<file path="config.mk">
export PLATFORM = sky130hd
export DESIGN_NAME = spi_reg_ctrl
export DESIGN_NICKNAME = d
export VERILOG_FILES = /design/src/rtl/spi_reg_ctrl.sv
export SDC_FILE = /design/constraint.sdc
export NUM_CORES = 1
export LEC_CHECK = 0
export BUFFER_PORTS_ARGS = -buffer_cell sky130_fd_sc_hd__buf_2
export CAP_MARGIN = 20
export CORE_ASPECT_RATIO = 0.8
export CORE_MARGIN = 1.5
export CORE_UTILIZATION = 50
export CTS_CLUSTER_SIZE = 16
export DETAILED_ROUTE_END_ITERATION = 16
export HOLD_SLACK_MARGIN = 0.06
export PLACE_DENSITY = 0.73
export SLEW_MARGIN = 20
export SYNTH_ARGS = -nofsm -noshare
export SYNTH_HDL_FRONTEND = slang
export SYNTH_SLANG_ARGS = --single-unit
</file>
<file path="constraint.sdc">
create_clock -name clk -period 1.7 [get_ports clk]
set_input_delay 0.17 -clock clk [delete_from_list [all_inputs] [get_ports clk]]
set_output_delay 0.17 -clock clk [all_outputs]
set_load 0.01 [all_outputs]
</file>
<file path="src/rtl/spi_reg_ctrl.sv">
// spi_reg_ctrl: turns SPI byte frames (command byte + data bytes) into
// auto-incrementing single-word register bus reads/writes, prefetching read
// data so each MISO byte is loaded before the master clocks it out.
//
// state   | meaning
// --------+-----------------------------------------------------------
// S_IDLE  | no frame; spi_tx_data tracks the live status byte
// S_CMD   | frame open, waiting for the command byte
// S_WRITE | each received byte is written to the running address
// S_READ  | each received byte loads the prefetched word for MISO
module spi_reg_ctrl #(
    parameter int ADDR_W = 7
) (
    input  logic              clk,
    input  logic              rst,
    input  logic              spi_active,
    input  logic [7:0]        spi_rx_data,
    input  logic              spi_rx_valid,
    output logic [7:0]        spi_tx_data,
    output logic              bus_req,
    output logic              bus_we,
    output logic [ADDR_W-1:0] bus_addr,
    output logic [7:0]        bus_wdata,
    input  logic [7:0]        bus_rdata,
    input  logic              bus_ack,
    output logic              err_overrun,
    output logic              err_underrun
);

    typedef enum logic [1:0] {
        S_IDLE  = 2'd0,
        S_CMD   = 2'd1,
        S_WRITE = 2'd2,
        S_READ  = 2'd3
    } state_t;

    state_t             state_q;
    logic               active_q;
    logic [7:0]         tx_q;
    logic               req_q;
    logic               we_q;
    logic [ADDR_W-1:0]  addr_q;
    logic [7:0]         wdata_q;
    logic               ovr_q;
    logic               unr_q;
    logic [ADDR_W-1:0]  cur_q;
    logic [7:0]         pf_buf_q;
    logic               pf_valid_q;
    // outstanding read belongs to a stale address; its data must be dropped
    logic               discard_q;
    // a read of cur_q is owed as soon as the bus goes idle
    logic               refetch_q;

    logic [7:0]         status_d;
    logic               ack_d;
    logic               bus_free_d;
    logic               ack_good_d;
    logic               serve_ok_d;
    logic [7:0]         serve_data_d;
    logic [ADDR_W-1:0]  addr_nxt_d;

    // Status byte, ack qualification and the byte a READ rx would serve.
    // An ack landing with an rx byte counts as already prefetched.
    always_comb begin
        status_d     = {4'b1010, 1'b0, req_q, unr_q, ovr_q};
        ack_d        = req_q & bus_ack;
        bus_free_d   = ~req_q | bus_ack;
        ack_good_d   = ack_d & ~we_q & ~discard_q;
        serve_ok_d   = pf_valid_q | ack_good_d;
        serve_data_d = ack_good_d ? bus_rdata : pf_buf_q;
        addr_nxt_d   = cur_q + ADDR_W'(1);
    end

    // Frame sequencer, bus master and prefetch buffer in one registered FSM.
    always_ff @(posedge clk or posedge rst) begin
        if (rst) begin
            state_q    <= S_IDLE;
            active_q   <= 1'b0;
            tx_q       <= 8'hA0;
            req_q      <= 1'b0;
            we_q       <= 1'b0;
            addr_q     <= '0;
            wdata_q    <= 8'h00;
            ovr_q      <= 1'b0;
            unr_q      <= 1'b0;
            cur_q      <= '0;
            pf_buf_q   <= 8'h00;
            pf_valid_q <= 1'b0;
            discard_q  <= 1'b0;
            refetch_q  <= 1'b0;
        end else begin
            active_q <= spi_active;

            // completion of whatever is outstanding, in any state
            if (ack_d) begin
                req_q     <= 1'b0;
                discard_q <= 1'b0;
            end

            if (state_q != S_IDLE && !spi_active) begin
                // frame aborted/ended: let the bus finish, but drop its data
                state_q    <= S_IDLE;
                pf_valid_q <= 1'b0;
                refetch_q  <= 1'b0;
                discard_q  <= 1'b1;
            end else begin
                case (state_q)
                    S_IDLE: begin
                        tx_q <= status_d;
                        if (spi_active && !active_q) begin
                            state_q <= S_CMD;
                            ovr_q   <= 1'b0;
                            unr_q   <= 1'b0;
                        end
                    end

                    S_CMD: begin
                        if (spi_rx_valid) begin
                            cur_q <= spi_rx_data[ADDR_W-1:0];
                            if (spi_rx_data[7]) begin
                                state_q <= S_READ;
                                if (bus_free_d) begin
                                    req_q     <= 1'b1;
                                    we_q      <= 1'b0;
                                    addr_q    <= spi_rx_data[ADDR_W-1:0];
                                    discard_q <= 1'b0;
                                    refetch_q <= 1'b0;
                                end else begin
                                    discard_q <= 1'b1;
                                    refetch_q <= 1'b1;
                                end
                            end else begin
                                state_q <= S_WRITE;
                            end
                        end
                    end

                    S_WRITE: begin
                        if (spi_rx_valid) begin
                            cur_q <= addr_nxt_d;
                            if (bus_free_d) begin
                                req_q   <= 1'b1;
                                we_q    <= 1'b1;
                                addr_q  <= cur_q;
                                wdata_q <= spi_rx_data;
                            end else begin
                                ovr_q <= 1'b1;
                            end
                        end
                    end

                    S_READ: begin
                        if (spi_rx_valid) begin
                            tx_q       <= serve_ok_d ? serve_data_d : 8'hEE;
                            pf_valid_q <= 1'b0;
                            cur_q      <= addr_nxt_d;
                            if (!serve_ok_d) begin
                                unr_q <= 1'b1;
                            end
                            if (bus_free_d) begin
                                req_q     <= 1'b1;
                                we_q      <= 1'b0;
                                addr_q    <= addr_nxt_d;
                                discard_q <= 1'b0;
                                refetch_q <= 1'b0;
                            end else begin
                                discard_q <= 1'b1;
                                refetch_q <= 1'b1;
                            end
                        end else begin
                            if (ack_good_d) begin
                                pf_buf_q   <= bus_rdata;
                                pf_valid_q <= 1'b1;
                            end
                            // req_q low means the stale read has retired
                            if (refetch_q && !req_q) begin
                                req_q     <= 1'b1;
                                we_q      <= 1'b0;
                                addr_q    <= cur_q;
                                discard_q <= 1'b0;
                                refetch_q <= 1'b0;
                            end
                        end
                    end

                    default: state_q <= S_IDLE;
                endcase
            end
        end
    end

    assign spi_tx_data  = tx_q;
    assign bus_req      = req_q;
    assign bus_we       = we_q;
    assign bus_addr     = addr_q;
    assign bus_wdata    = wdata_q;
    assign err_overrun  = ovr_q;
    assign err_underrun = unr_q;

endmodule

</file>
==> results.json <==
{
  "path_class": "flop to flop",
  "placed_area_mm2": 0.00327,
  "core_area_mm2": 0.00501,
  "synth_common_cells": "sky130_fd_sc_hd__dfrtp_1 (46), sky130_fd_sc_hd__nand2_1 (28), sky130_fd_sc_hd__mux2_2 (22)",
  "yosys.cell_count.top_type": "sky130_fd_sc_hd__dfrtp_1",
  "final_period_minus_worst_setup_slack_ps": 1880,
  "std_cell_rows": 23,
  "critPathRequiredTime_ps": 1890,
  "antenna_violating_nets_post_route": 0,
  "clock_insertion_delay_worst_skew_ps": 310,
  "cp_slowest_cell": "sky130_fd_sc_hd__dfrtp_2",
  "drc": 0,
  "setup_repair_after_global_routing_missed_its_margin": "true",
  "gr-total-overflow": 0,
  "setup_slack_ps": -183,
  "top_level_ports": 48,
  "antenna_found_initial": 0,
  "initial_utilization_pct": 52.1,
  "die_w_um": 83.8,
  "ys_warns": 0,
  "clock-sinks": 48,
  "detailedRoute.firstPassIterationCount": 5,
  "synth_edf_count": 0,
  "syn-cell-area_mm2": 0.00261,
  "dp_hpwl_mm": 4.87,
  "critical_path.endpoint_type": "flop",
  "post_drt_wl_per_cell_um": 16.9,
  "max_freq_ghz": 0.531,
  "max_stage_delay_ps": 470,
  "timing.critical_path.from_type": "flop",
  "dieArea_mm2": 0.00567,
  "cell_count_after_synthesis": 257,
  "vias": 2437,
  "post_drt_via_cell_ratio": 5.86,
  "ir_worst_vdd_v": 0.00105,
  "cts_inserted_buffers": 5,
  "clkSlewWorstSetupHoldPaths_ps": 80,
  "final-max-slew-violation-count": 0,
  "tritoncts": "done",
  "nNetsFinal": 379,
  "power.static_leakage_nw": 1.65,
  "area_share_of_the_largest_cell_type_after_synthesis_pct": 44.1,
  "synth_ff_type": "sky130_fd_sc_hd__dfrtp_1",
  "worst_slew_margin_rel_pct": 65.0,
  "crit_chain": "ha_2, buf_4, or3_1, o2111ai_2, nor2_4, mux2_1",
  "timing.final.setup_violations": 18,
  "synth_seq_cells": 48,
  "flow.area_growth_from_synthesis_pct": 38.1,
  "min_period_over_period_pct": 111,
  "finalClockSkew_ps": 11.5,
  "grt_first_pass_wirelength_mm": 10.6,
  "route.final.wire_length_mm": 7.03,
  "violations": "setup timing",
  "design_area_mm2": 0.00361,
  "globalplace.congestion": 0.935,
  "max-clock-path-buffers": 2,
  "critPathArrivalTime_ps": 2070,
  "cts_htree_levels": 2,
  "report.final.hold_viol_count": 0,
  "synthDominantAreaCellType": "sky130_fd_sc_hd__dfrtp_1",
  "port_buffers": 47,
  "synth.top_cells.by_area": "sky130_fd_sc_hd__dfrtp_1 (44%), sky130_fd_sc_hd__mux2_2 (9.5%), sky130_fd_sc_hd__nand2_1 (4.0%)",
  "syn-num-nets": 283,
  "antenna_cells_inserted": 0,
  "yosys.cell_types.count": 57,
  "maxCapViolations": 0,
  "layout-drive-gt1-share_pct": 46.6,
  "status": "finished, violations left",
  "pin_count_of_the_biggest_net_entering_global_routing": 24,
  "iter_0_drt_violations": 262,
  "yosysSeqAreaShare_pct": 46.1,
  "via_count_of_the_first_global_routing_pass": 2098,
  "max_slew.worst_pin.slew_ps": 524,
  "path_max_fanout": 8,
  "clock_tree.root_cell": "sky130_fd_sc_hd__clkbuf_8",
  "hold_class": "primary input to flop",
  "synth_area_per_cell_um2": 10.2,
  "die_y_um": 67.6,
  "gr-usage-all-layers_pct": 24.2,
  "async_reset_ff_share_pct": 100,
  "post-place-ws_ps": -254,
  "power.density_cell_area_mw_per_mm2": 1840
}
==> what timing repair did <==
item / in CTS / in global routing
pin swaps: 2 / 8
resized for setup: 9 / 26
hold buffers: 2 / 0
cloned: 0 / 0
hold endpoints to repair: 22 / 0
endpoints found under the setup margin: 41 / 41
buffers inserted: 1 / 9
==> state kept, by name, indices dropped and copies added, names as in the netlist <==
signal / flops
bus_wdata: 8
pf_buf_q: 8
spi_tx_data: 8
bus_addr: 7
cur_q: 7
state_q: 2
active_q: 1
bus_req: 1
bus_we: 1
discard_q: 1
err_overrun: 1
err_underrun: 1
pf_valid_q: 1
refetch_q: 1
==> placed cells by master (no fill, tap or decap), drive strengths merged, types with 6 or more instances in the layout <==
master and count:
buf 99, dfrtp 46, nand2 29, mux2 23
nor2 17, a21oi 12, inv 12, o21ai 10
nand3 8, clkbuf 8, a31oi 6
==> layout make-up <==
type | instances | area (µm²)
Clock buffer | 8 | 100
Fill cell | 381 | 1400
Inverter | 12 | 47.5
Multi-Input combinational cell | 185 | 1450
Sequential cell | 48 | 1210
Tap cell | 62 | 77.6
Timing Repair Buffer | 101 | 727
==> path summary, 6_finish.rpt <==
| path | start | endpoint | slack [ps] | depth (start not counted) |
|---|---|---|---|---|
| setup / recovery | state_q[1] | bus_addr[0] | -180 | 6 |
| hold / removal | bus_rdata[5] | spi_tx_data[5] | 90 | 3 |
| setup reg to reg | state_q[1] | bus_addr[0] | -180 | 6 |
| hold reg to reg | bus_addr[0] | bus_addr[0] | 490 | 1 |
| max in group asynchronous | rst | spi_tx_data[7] | 690 | 4 |
| min in group asynchronous | rst | cur_q[3] | 440 | 3 |
==> metal layers <==
metal	vias to the layer above	share of wire (%)	track usage (%)
met1	1176	50	36.7
met4	0	1.6	9.02
met3	16	5.7	4.03
li1	1148	-	-
met5	-	0	0
met2	97	43	34.5
==> power breakdown <==
group	switching (mW)	internal, mW	leakage (nW)	total [mW]
Clock	0.373	0.372	0.0515	0.745
Sequential	0.341	1.61	0.596	1.95
Combinational	1.90	2.04	1.00	3.95
Total	2.62	4.03	1.65	6.65
==> critical path, delay by kind of cell (launching register included) <==
kind | cells | cell delay, ps
adders and majority gates | 1 | 210
DFF | 1 | 470
buffers and inverters | 1 | 150
muxes | 1 | 320
AOI/OAI and AO/OA | 1 | 130
and+or+nand+nor | 2 | 480
==> metrics by stage <==
stage | hold WS, ps | util [%] | setup TNS [ps] | std cells | power (mW)
after floorplan | 201 | - | -960 | 257 | 3.92
after global placement | 236 | 65.3 | -2090 | 396 | 5.14
after detailed placement | 247 | 65.3 | -4130 | 396 | 5.23
after CTS | 83.3 | 68.6 | -1230 | 407 | 6.08
after global routing | 95.8 | 72.0 | -2920 | 416 | 7.05
final | 89.7 | 72.0 | -1600 | 416 | 6.65
==> logic make-up after synthesis <==
logic type,Yosys count,share of synthesized area [%]
and+or+nand+nor,86,17.7
buffers and inverters,24,4.17
adders and majority gates,5,2.40
AOI/OAI and AO/OA,67,18.2
muxes,27,11.5
DFF,48,46.1
(Power assumes the default switching activity.)
